$ cat config.mk
export PLATFORM = sky130hd
export DESIGN_NAME = bbox_crop_scaler
export DESIGN_NICKNAME = d
export VERILOG_FILES = /design/src/rtl/bbox_crop_scaler_pkg.sv /design/src/rtl/bbox_crop_scaler_axis.sv /design/src/rtl/bbox_crop_scaler.sv
export SDC_FILE = /design/constraint.sdc
export NUM_CORES = 1
export LEC_CHECK = 0
export BUFFER_PORTS_ARGS = -buffer_cell sky130_fd_sc_hd__clkbuf_2
export CORE_MARGIN = 3
export CORE_UTILIZATION = 45
export DETAILED_ROUTE_END_ITERATION = 7
export PLACE_DENSITY = 0.71
export SYNTH_ARGS = -nofsm -noshare
export SYNTH_HDL_FRONTEND = slang
export SYNTH_SLANG_ARGS = --single-unit
$ cat constraint.sdc
create_clock -name clk -period 10.5 [get_ports clk]
set_input_delay 0.525 -clock clk [delete_from_list [all_inputs] [get_ports clk]]
set_output_delay 0.525 -clock clk [all_outputs]
set_load 0.01 [all_outputs]
$ cat src/rtl/bbox_crop_scaler_pkg.sv
// ---------------------------------------------------------------------------
// bbox_crop_scaler_pkg
// Shared types and helpers for the bounding-box crop/scale path. The
// bounding-box finder reads the same packed RGB frame, so it can reuse
// pixel_addr() and luma() from here.
//   state_t     FSM states of the crop scaler
//   pixel_addr  word address of one colour component (3 words per pixel,
//               row-major)
//   luma        (R + 2G + B) / 4 with truncation
// ---------------------------------------------------------------------------
package bbox_crop_scaler_pkg;

    localparam int COORD_W = 11;   // bbox coordinate width
    localparam int SPAN_W  = 12;   // box span width (holds up to 2048)

    typedef enum logic [2:0] {
        S_IDLE,
        S_SETUP,
        S_RD_R,
        S_RD_G,
        S_RD_B,
        S_WR,
        S_DONE
    } state_t;

    function automatic logic [31:0] pixel_addr(input logic [COORD_W-1:0] sy,
                                               input logic [COORD_W-1:0] sx,
                                               input logic [1:0]         rgb,
                                               input int                 width);
        return 32'(sy) * 32'(width) * 32'd3 + 32'(sx) * 32'd3 + 32'(rgb);
    endfunction

    function automatic logic [7:0] luma(input logic [7:0] r,
                                        input logic [7:0] g,
                                        input logic [7:0] b);
        logic [9:0] sum;
        // The maximum sum is 1020, so ten bits are enough and cannot overflow.
        sum = 10'(r) + (10'(g) << 1) + 10'(b);
        return sum[9:2];
    endfunction

endpackage

$ cat src/rtl/bbox_crop_scaler_axis.sv
// ---------------------------------------------------------------------------
// crop_axis_map
// Maps one axis of the output grid onto source coordinates. The box limits
// are captured on load. Before capture, max is clipped to SIZE-1. An empty
// box (min > clipped max) falls back to the whole axis.
//   clk, rst   clock and synchronous active-high reset
//   load       capture min_in/max_in
//   min_in     box lower bound
//   max_in     box upper bound
//   idx        output grid index along this axis
//   src        min' + ((idx * span) >> OUT_LOG2), never beyond max'
// ---------------------------------------------------------------------------
module crop_axis_map
    import bbox_crop_scaler_pkg::*;
#(
    parameter int SIZE     = 100,
    parameter int OUT_LOG2 = 4
) (
    input  logic               clk,
    input  logic               rst,
    input  logic               load,
    input  logic [COORD_W-1:0] min_in,
    input  logic [COORD_W-1:0] max_in,
    input  logic [OUT_LOG2-1:0] idx,
    output logic [COORD_W-1:0] src
);

    localparam int PROD_W = SPAN_W + OUT_LOG2;

    logic [COORD_W-1:0] hi_clip;
    logic [COORD_W-1:0] lo;
    logic [COORD_W-1:0] hi;
    logic [COORD_W-1:0] lo_q;
    logic [SPAN_W-1:0]  span_q;
    logic [PROD_W-1:0]  prod;

    // NOTE: every always_comb output gets a default first, so no path can leave a latch.
    always_comb begin
        hi_clip = (max_in > COORD_W'(SIZE - 1)) ? COORD_W'(SIZE - 1) : max_in;
        lo      = min_in;
        hi      = hi_clip;
        if (min_in > hi_clip) begin
            lo = '0;
            hi = COORD_W'(SIZE - 1);
        end
    end

    // NOTE: use non-blocking assignments for state so that every register samples pre-edge values.
    always_ff @(posedge clk) begin
        if (rst) begin
            lo_q   <= '0;
            span_q <= '0;
        end else if (load) begin
            lo_q   <= lo;
            span_q <= SPAN_W'(hi) - SPAN_W'(lo) + SPAN_W'(1);
        end
    end

    // idx < 2**OUT_LOG2, so (idx*span) >> OUT_LOG2 < span and src stays within max'.
    assign prod = PROD_W'(idx) * PROD_W'(span_q);
    assign src  = lo_q + COORD_W'(prod >> OUT_LOG2);

endmodule

$ cat src/rtl/bbox_crop_scaler.sv
// ---------------------------------------------------------------------------
// bbox_crop_scaler
// Crops the RGB frame to a latched bounding box. It resamples the crop with
// nearest neighbour to an OUT_N x OUT_N grid and writes one 8-bit luma value
// per grid point.
//   clk, rst                 clock, synchronous active-high reset
//   start                    begin a crop (honoured in IDLE or DONE only)
//   done                     high in DONE; buffer contents valid
//   xMin/xMax/yMin/yMax      bounding box, latched in SETUP
//   rddata                   async image ROM data for addr (bits [7:0] used)
//   addr                     image word address, 0 outside the read states
//   wr_en/wr_addr/wr_data    feature-buffer write port, index = j*OUT_N + i
// ---------------------------------------------------------------------------
module bbox_crop_scaler
    import bbox_crop_scaler_pkg::*;
#(
    parameter int WIDTH    = 100,
    parameter int HEIGHT   = 100,
    parameter int OUT_LOG2 = 4
) (
    input  logic                  clk,
    input  logic                  rst,
    input  logic                  start,
    output logic                  done,
    input  logic [10:0]           xMin,
    input  logic [10:0]           xMax,
    input  logic [10:0]           yMin,
    input  logic [10:0]           yMax,
    input  logic [15:0]           rddata,
    output logic [31:0]           addr,
    output logic                  wr_en,
    output logic [2*OUT_LOG2-1:0] wr_addr,
    output logic [7:0]            wr_data
);

    state_t                state;
    logic [OUT_LOG2-1:0]   i;
    logic [OUT_LOG2-1:0]   j;
    logic [1:0]            rgb;
    logic [7:0]            r_q;
    logic [7:0]            g_q;
    logic [COORD_W-1:0]    sx;
    logic [COORD_W-1:0]    sy;
    logic                  unused_hi;

    assign unused_hi = ^rddata[15:8];

    crop_axis_map #(.SIZE(WIDTH), .OUT_LOG2(OUT_LOG2)) u_map_x (
        .clk    (clk),
        .rst    (rst),
        .load   (state == S_SETUP),
        .min_in (xMin),
        .max_in (xMax),
        .idx    (i),
        .src    (sx)
    );

    crop_axis_map #(.SIZE(HEIGHT), .OUT_LOG2(OUT_LOG2)) u_map_y (
        .clk    (clk),
        .rst    (rst),
        .load   (state == S_SETUP),
        .min_in (yMin),
        .max_in (yMax),
        .idx    (j),
        .src    (sy)
    );

    // The ROM answers in the same cycle, so addr is decoded directly from registered
    // state and counters instead of being registered one cycle ahead.
    always_comb begin
        addr = '0;
        if (state == S_RD_R || state == S_RD_G || state == S_RD_B)
            addr = pixel_addr(sy, sx, rgb, WIDTH);
    end

    always_ff @(posedge clk) begin
        if (rst) begin
            state   <= S_IDLE;
            i       <= '0;
            j       <= '0;
            rgb     <= '0;
            r_q     <= '0;
            g_q     <= '0;
            done    <= 1'b0;
            wr_en   <= 1'b0;
            wr_addr <= '0;
            wr_data <= '0;
        end else begin
            wr_en <= 1'b0;
            case (state)
                S_IDLE, S_DONE: begin
                    if (start) begin
                        state <= S_SETUP;
                        done  <= 1'b0;
                        i     <= '0;
                        j     <= '0;
                        rgb   <= '0;
                    end
                end
                S_SETUP: state <= S_RD_R;
                S_RD_R: begin
                    r_q   <= rddata[7:0];
                    rgb   <= 2'd1;
                    state <= S_RD_G;
                end
                S_RD_G: begin
                    g_q   <= rddata[7:0];
                    rgb   <= 2'd2;
                    state <= S_RD_B;
                end
                S_RD_B: begin
                    // Blue goes straight into the luma sum, so the strobe is high during WR.
                    rgb     <= 2'd0;
                    wr_en   <= 1'b1;
                    wr_addr <= {j, i};
                    wr_data <= luma(r_q, g_q, rddata[7:0]);
                    state   <= S_WR;
                end
                S_WR: begin
                    state <= S_RD_R;
                    if (i == '1) begin
                        i <= '0;
                        if (j == '1) begin
                            state <= S_DONE;
                            done  <= 1'b1;
                        end else begin
                            j <= j + OUT_LOG2'(1);
                        end
                    end else begin
                        i <= i + OUT_LOG2'(1);
                    end
                end
                default: state <= S_IDLE;
            endcase
        end
    end

endmodule

==> reports/results.txt, run 1 <==
Switching Share - 36.18%
Number of distinct library cell variants in the gate-level netlist after synthesis - 69
Total gr overflow - 0
Predominant post-synthesis flop cell - dfxtp_1
Detailed Route WL - 24,870 µm
Number of cells produced by synthesis - 1,411
Hold buffer count at cts - 0
Met1 routed wirelength after detailed routing - 11,950 µm
Setup repair after global routing missed its margin - false
Worst min-delay path class - flip-flop to flip-flop
Row count - 57
# port buffers - 93
Number of nets with antenna violations after detailed routing - 0
Relative slew slack - 31.89%
Drt initial violations - 456
Kind of capture point of the worst setup path - output pin
CTS tree - built
Fraction of the core area covered by cells at the end of the flow - 51.17%
Later-pin clock latency in the skew report - 0.36 ns
Internal power consumption - 0.7056 mW
Effective utilization at floorplan - 46.63%
Clock slew at the register clock pins of the worst setup and hold paths - 0.07 ns
Maximum fanout along the worst path - 16
Ratio of final minimum period to clock period - 92.65%
Detailed-route DRC error count - 0
Max Buffers Root-to-Sink - 2
Detailed route wirelength on metal2 - 11,670 µm
Sum of negative setup slack - 0 ns
#FFs+latches synth - 93
Data required time of the worst path - 9.98 ns
Die H - 166.1 µm
Clock network fraction of total power - 30.0%
Largest clock skew in the final design - 0.008013 ns
Share of layout cells above drive strength 1 - 9.581%
Detail-routed via count per cell - 5.291
Area of the mapped netlist - 11,540 µm²
Worst Max-Slew Pin Slew - 1.018 ns
Filler cell count - 2,344
Vias in the first global route - 9,396
Final critical path time including I/O delays and setup - 9.729 ns
Area after detailed placement - 12,340 µm²
Cell area after layout - 12,660 µm²
Final setup vio count - 0
Antenna violations before repair - 1
Die Footprint - 27,600 µm²
Syn-to-layout area delta - 9.748%
Overall via count from detail_route - 9,666
Library cell contributing the largest single delay on the critical path - fa_1
Warnings from Yosys - 0
Post-synthesis sequential area ratio - 16.14%
Switching power - 0.4001 mW
Area of the core region - 24,750 µm²
Startpoint kind of the worst setup timing path - flip-flop
DIE WIDTH - 166.1 µm
MaxCap Viol Count - 0
Flop pwr share - 35.7%
Final hold violation count - 0
Synth Area per Inst - 8.178 µm²
Worst setup path class - flip-flop to output pin
Max Slew Vio Count - 0
Number of sinks driven by the clock tree - 93
H-Tree Level Count - 3
Highest clock rate - 102.8 MHz
Number of flops mapped to enable cells by yosys - 0
Sum of net half-perimeters after detailed placement - 20,370 µm
Top layer used by detailed routing - met5
Total Nets Final - 1,819
Post-CTS setup buffer count - 0
Largest stage delay on the critical path - 0.54 ns
IO Pins - 113
Met3 Wirelength - 864 µm
Detail-routed net length per standard cell - 13.61 µm
Final weighted congestion of routability-driven global placement - 0.8275
TritonCTS Buffers - 9
Clock Tree Root - clkbuf_16
Combinational share of power - 34.3%
Fin cells - 1,827
First-pass GRT wire length - 43,040 µm
Run status - complete, no violations
Power per standard cell area - 87.31 nW/µm²
Largest net degree at the start of global routing - 78
CTS resizes - 0
Async set-reset flop share out of synthesis - 0%
Leak pwr - 6.431 nW
Peak supply drop - 0.0001207 V
Antenna fix cells - 0
Iteration count of the initial detailed-routing pass - 5
Final hold slack - 0.4558 ns
Placed Cells - 1,811
GR Util All Layers - 18.10%
Arrival time reported for the critical path endpoint - 9.20 ns
==> cells in the final DEF (no fill, tap or decap), types with 8 or more instances in the layout <==
cell type	instances
buf_4	10
dfxtp_1	90
and3_1	11
a21oi_1	105
ha_1	191
nand3_1	26
a32o_1	22
xor2_1	35
o21ai_0	45
nor3_1	25
mux2i_1	10
or3_1	12
fa_1	67
conb_1	27
o21bai_1	8
clkbuf_16	9
nand3b_1	11
nand2_1	159
nor2_1	91
and2_1	54
o21a_1	21
a21o_1	27
a211oi_1	8
nand2b_1	14
xnor2_1	56
nor2b_1	26
inv_1	144
clkbuf_2	93
nand4_1	11
==> kinds of logic (layout without fill, tap and decap cells) <==
logic type      after synthesis  in the layout  synth area share, %
compound gates              293            293                16.83
xor+xnor                     95             95                7.460
fa+ha+maj                   258            258                32.34
buf+inv                     196            263                6.745
flops                        93             93                16.14
mux                          10             10               0.8675
other cells                   2             27              0.06509
simple gates                464            464                19.56
==> layer usage <==
layer  up-vias  global-route usage, %
li1       4974                      -
met1      4535                  23.98
met2       130                  31.16
met3        25                  2.975
met4         2                  4.014
met5         -                      0
==> power by group through the flow <==
| stage | Clock (mW) | Combinational, mW | Sequential (mW) |
|---|---|---|---|
| 2_1_floorplan | 0 | 0.293 | 0.394 |
| 3_3_place_gp | 0 | 0.370 | 0.401 |
| 3_5_place_dp | 0 | 0.378 | 0.402 |
| 4_1_cts | 0.340 | 0.381 | 0.394 |
| 5_1_grt | 0.353 | 0.437 | 0.398 |
| 6_report | 0.332 | 0.380 | 0.394 |
==> final timing paths <==
kind                           start                       to  slack (ns)  cells past startpoint
max reg2reg      r_q[2]$_SDFFE_PP0P_  wr_data[6]$_SDFFE_PP0P_        7.76                     12
min reg2reg  wr_addr[2]$_SDFFE_PP0P_  wr_addr[2]$_SDFFE_PP0P_        0.46                      2
max                j[3]$_SDFFE_PP0P_                 addr[19]        0.77                     38
min          wr_addr[2]$_SDFFE_PP0P_  wr_addr[2]$_SDFFE_PP0P_        0.46                      2
==> per-stage QoR <==
stage,power [mW],setup slack (ns)
floorplan,0.6864,1.729
global placement,0.7720,0.9969
detailed placement,0.7800,0.9002
CTS,1.115,0.4918
global route,1.187,0.04015
finish,1.106,0.7713
==> state kept, by name, indices dropped and copies added (netlist names) <==
name            count
u_map_y.span_q     12
rgb                 2
state               3
i                   4
g_q                 8
j                   4
u_map_y.lo_q       11
wr_addr             8
u_map_x.span_q     12
wr_en               1
wr_data             8
done                1
r_q                 8
u_map_x.lo_q       11
==> worst max-delay path, delay by kind of cell, from the launching register on <==
kind	cells	cell delay [ns]
compound gates	12	2.57
xor+xnor	1	0.18
fa+ha+maj	7	2.91
buf+inv	4	0.28
flops	1	0.41
simple gates	14	2.49
==> cell usage after synthesis (3+ instances only) <==
library cell / count / area (µm²)
nor2b_1: 26 / 162.7
o21bai_1: 8 / 60.06
nand2_1: 159 / 596.8
a41o_1: 4 / 40.04
a21boi_0: 7 / 52.55
nand4b_1: 4 / 35.03
and2_1: 54 / 337.8
a31oi_1: 6 / 37.54
nor2_1: 91 / 341.6
nand3_1: 26 / 130.1
o41ai_1: 3 / 26.28
mux2i_1: 10 / 100.1
or2_2: 5 / 31.28
xnor2_1: 56 / 490.5
nand3b_1: 11 / 82.58
and3_1: 11 / 68.82
or3_1: 12 / 75.07
or4_1: 6 / 45.04
inv_1: 144 / 540.5
nor3_1: 25 / 125.1
a311oi_1: 3 / 26.28
nand2b_1: 14 / 87.58
a21o_1: 27 / 202.7
o21a_1: 21 / 157.7
fa_1: 67 / 1341
a31o_2: 4 / 35.03
clkbuf_1: 38 / 142.6
a32o_1: 22 / 220.2
nand4_1: 11 / 68.82
ha_1: 191 / 2390
buf_4: 11 / 82.58
o31ai_1: 4 / 30.03
a211oi_1: 8 / 60.06
xor2_1: 36 / 315.3
a21oi_1: 106 / 530.5
dfxtp_1: 93 / 1862
o21ai_0: 47 / 235.2
nor3b_1: 3 / 22.52
==> layout make-up <==
class | instances | area, µm² | share of cell area [%]
multi-input cells | 1147 | 9009 | 71.14
flip-flops and latches | 93 | 1866 | 14.73
clock inverters | 6 | 63.81 | 0.5039
clock buffers | 10 | 239.0 | 1.887
inverters | 144 | 540.5 | 4.268
repair buffers | 103 | 540.5 | 4.268
well taps | 324 | 405.4 | 3.201
No activity file was read; power rests on OpenSTA's default activity.
==> run 2, diff against run 1 <==
CORE_UTILIZATION = 60   (was 45)
PLACE_DENSITY = 0.89   (was 0.71)
==> run 2 against run 1 <==
  * Register-to-register slack lost 0.05 ns
  * Utilization up 16 points
  * Global-route usage grew 6.9 points
  * Routed wire length up 4.0%
  * First-iteration DRC count up 5.9%
  * Via count grew 3.8%
  * Flip-flop and latch count unchanged
  * Worst hold slack improved by 0.0016 ns
  * Critical path depth unchanged
  * Maximum frequency decreased by 0.68%
  * Clock skew grew 0.0024 ns
  * Largest cell class unchanged
==> reports/results.txt, run 2 (synthesis gave the netlist of run 1 again) <==
IO Pins - 113 (unchanged)
Highest clock rate - 102.1 MHz (-0.68%)
Clock Tree Root - clkbuf_16
Combinational share of power - 35.3% (+1.0 points)
Relative slew slack - 29.62% (-2.3 points)
Ratio of final minimum period to clock period - 93.29% (+0.64 points)
Drt initial violations - 483 (+5.9%)
Worst Max-Slew Pin Slew - 1.052 ns (+0.03387 ns)
Final hold slack - 0.4574 ns (+0.001623 ns)
Largest stage delay on the critical path - 0.53 ns (about the same)
Overall via count from detail_route - 10,032 (+3.8%)
Row count - 50 (-12%)
Worst min-delay path class - flip-flop to flip-flop
Largest registers in the final layout - u_map_x.span_q: 12 flops, u_map_y.span_q: 12 flops
Hold buffer count at cts - 0 (unchanged)
Number of nets with antenna violations after detailed routing - 0 (unchanged)
Setup repair after global routing missed its margin - false
Vias in the first global route - 9,927 (+5.7%)
Effective utilization at floorplan - 61.48% (+15 points)
Startpoint kind of the worst setup timing path - flip-flop
Iteration count of the initial detailed-routing pass - 5 (unchanged)
Detail-routed via count per cell - 5.782 (+9.3%)
Syn-to-layout area delta - 8.501%
Switching Share - 36.41% (+0.23 points)
Total power - 1.095 mW (-1.0%)
Later-pin clock latency in the skew report - 0.35 ns (about the same)
Final critical path time including I/O delays and setup - 9.796 ns (+0.06682 ns)
Leak pwr - 6.419 nW (-0.19%)
Most common library cell in the layout ignoring fill and taps - ha_1
Peak supply drop - 0.00008336 V (-31%)
Detail-routed net length per standard cell - 14.90 µm (+9.5%)
# port buffers - 93 (unchanged)
Die H - 144.7 µm (-13%)
Max Buffers Root-to-Sink - 2 (unchanged)
GR Util All Layers - 24.97% (+6.9 points)
Total gr overflow - 0 (unchanged)
MaxCap Viol Count - 0 (unchanged)
Detailed-route DRC error count - 0 (unchanged)
Die Footprint - 20,930 µm² (-24%)
Sum of net half-perimeters after detailed placement - 20,740 µm (+1.8%)
Flop pwr share - 36.1% (+0.4 points)
H-Tree Level Count - 3 (unchanged)
Maximum fanout along the worst path - 16 (unchanged)
First-pass GRT wire length - 43,920 µm (+2.0%)
CTS tree - built
Area of the core region - 18,770 µm² (-24%)
TritonCTS Buffers - 9 (unchanged)
Antenna violations before repair - 0 (-1)
Final hold violation count - 0 (unchanged)
Data required time of the worst path - 9.98 ns (about the same)
Run status - complete, no violations
Kind of capture point of the worst setup path - output pin
Share of layout cells above drive strength 1 - 9.460% (-0.12 points)
Final weighted congestion of routability-driven global placement - 0.8769 (+6.0%)
Largest clock skew in the final design - 0.01043 ns (+0.002412 ns)
Largest net degree at the start of global routing - 78 (unchanged)
Detailed Route WL - 25,860 µm (+4.0%)
Antenna fix cells - 0 (unchanged)
Final setup vio count - 0 (unchanged)
Arrival time reported for the critical path endpoint - 9.27 ns (+0.07 ns)
Sum of negative setup slack - 0 ns (unchanged)
Commonest non-fill, non-tap cells in the layout - ha_1 (191), nand2_1 (159), inv_1 (144)
Number of sinks driven by the clock tree - 93 (unchanged)
Clock network fraction of total power - 28.6% (-1.4 points)
Total Nets Final - 1,818 (-0.055%)
Clock slew at the register clock pins of the worst setup and hold paths - 0.07 ns (about the same)
Worst setup path class - flip-flop to output pin
DIE WIDTH - 144.7 µm (-13%)
Max Slew Vio Count - 0 (unchanged)
Internal power consumption - 0.6960 mW (-1.4%)
Most common cell type on the critical path - ha_1
Library cell contributing the largest single delay on the critical path - fa_1
Power per standard cell area - 87.43 nW/µm² (+0.14%)
Switching power - 0.3986 mW (-0.37%)
run 2: cell type report:
cell class / count / area, µm²
Clock buffer: 9 / 225.2
Clock inverter: 6 / 52.55
Fill cell: 1472 / 6248
Inverter: 144 / 540.5
Multi-Input combinational cell: 1147 / 9011
Sequential cell: 93 / 1864
Tap cell: 234 / 292.8
Timing Repair Buffer: 102 / 533.0
run 2: power by group through the flow:
stage               clock [mW]  sequential [mW]  combinational (mW)
CTS                      0.316            0.395               0.383
finish                   0.313            0.396               0.386
floorplan                    0            0.394               0.293
detailed placement           0            0.403               0.377
global placement             0            0.402               0.363
global route             0.329            0.398               0.439
run 2: final timing paths:
check | to | slack (ns) | start | cells past startpoint
hold reg to reg | wr_addr[1]$_SDFFE_PP0P_ | 0.46 | wr_addr[1]$_SDFFE_PP0P_ | 2
setup / recovery | addr[19] | 0.70 | j[1]$_SDFFE_PP0P_ | 38
setup reg to reg | wr_data[6]$_SDFFE_PP0P_ | 7.71 | r_q[2]$_SDFFE_PP0P_ | 12
hold / removal | wr_addr[1]$_SDFFE_PP0P_ | 0.46 | wr_addr[1]$_SDFFE_PP0P_ | 2
run 2: critical path: cells and delay by family, from the launching register on:
family,cells,cell delay [ns]
AO/OA/AOI/OAI,11,2.29
XOR/XNOR,1,0.27
adder cells (fa/ha/maj),9,3.32
buffers and inverters,5,0.37
flip-flops,1,0.47
multiplexers,1,0.21
AND/OR/NAND/NOR,11,1.99
run 2: repair_timing:
item,in CTS,in global routing
setup buffers,0,0
setup endpoints to repair,0,4
gates resized for setup,0,6
run 2: metal layers:
metal  track usage, %  up-vias  wire length [µm]
met2            43.89      277             12840
met3            3.286       59              1287
met4            10.06        0               837
li1                 -     4973                 -
met1            30.99     4723             10890
met5                0        -                 0
run 2: metrics by stage:
stage | std cells | util [%] | setup slack [ns] | cell area [µm²]
after global placement | 1720 | 65.13 | 1.191 | 12220
after global routing | 1735 | 66.71 | 0.06011 | 12520
after floorplan | 1436 | - | 1.729 | 11630
after detailed placement | 1720 | 65.13 | 0.9296 | 12220
final | 1735 | 66.71 | 0.7045 | 12520
after CTS | 1735 | 66.61 | 0.5176 | 12500
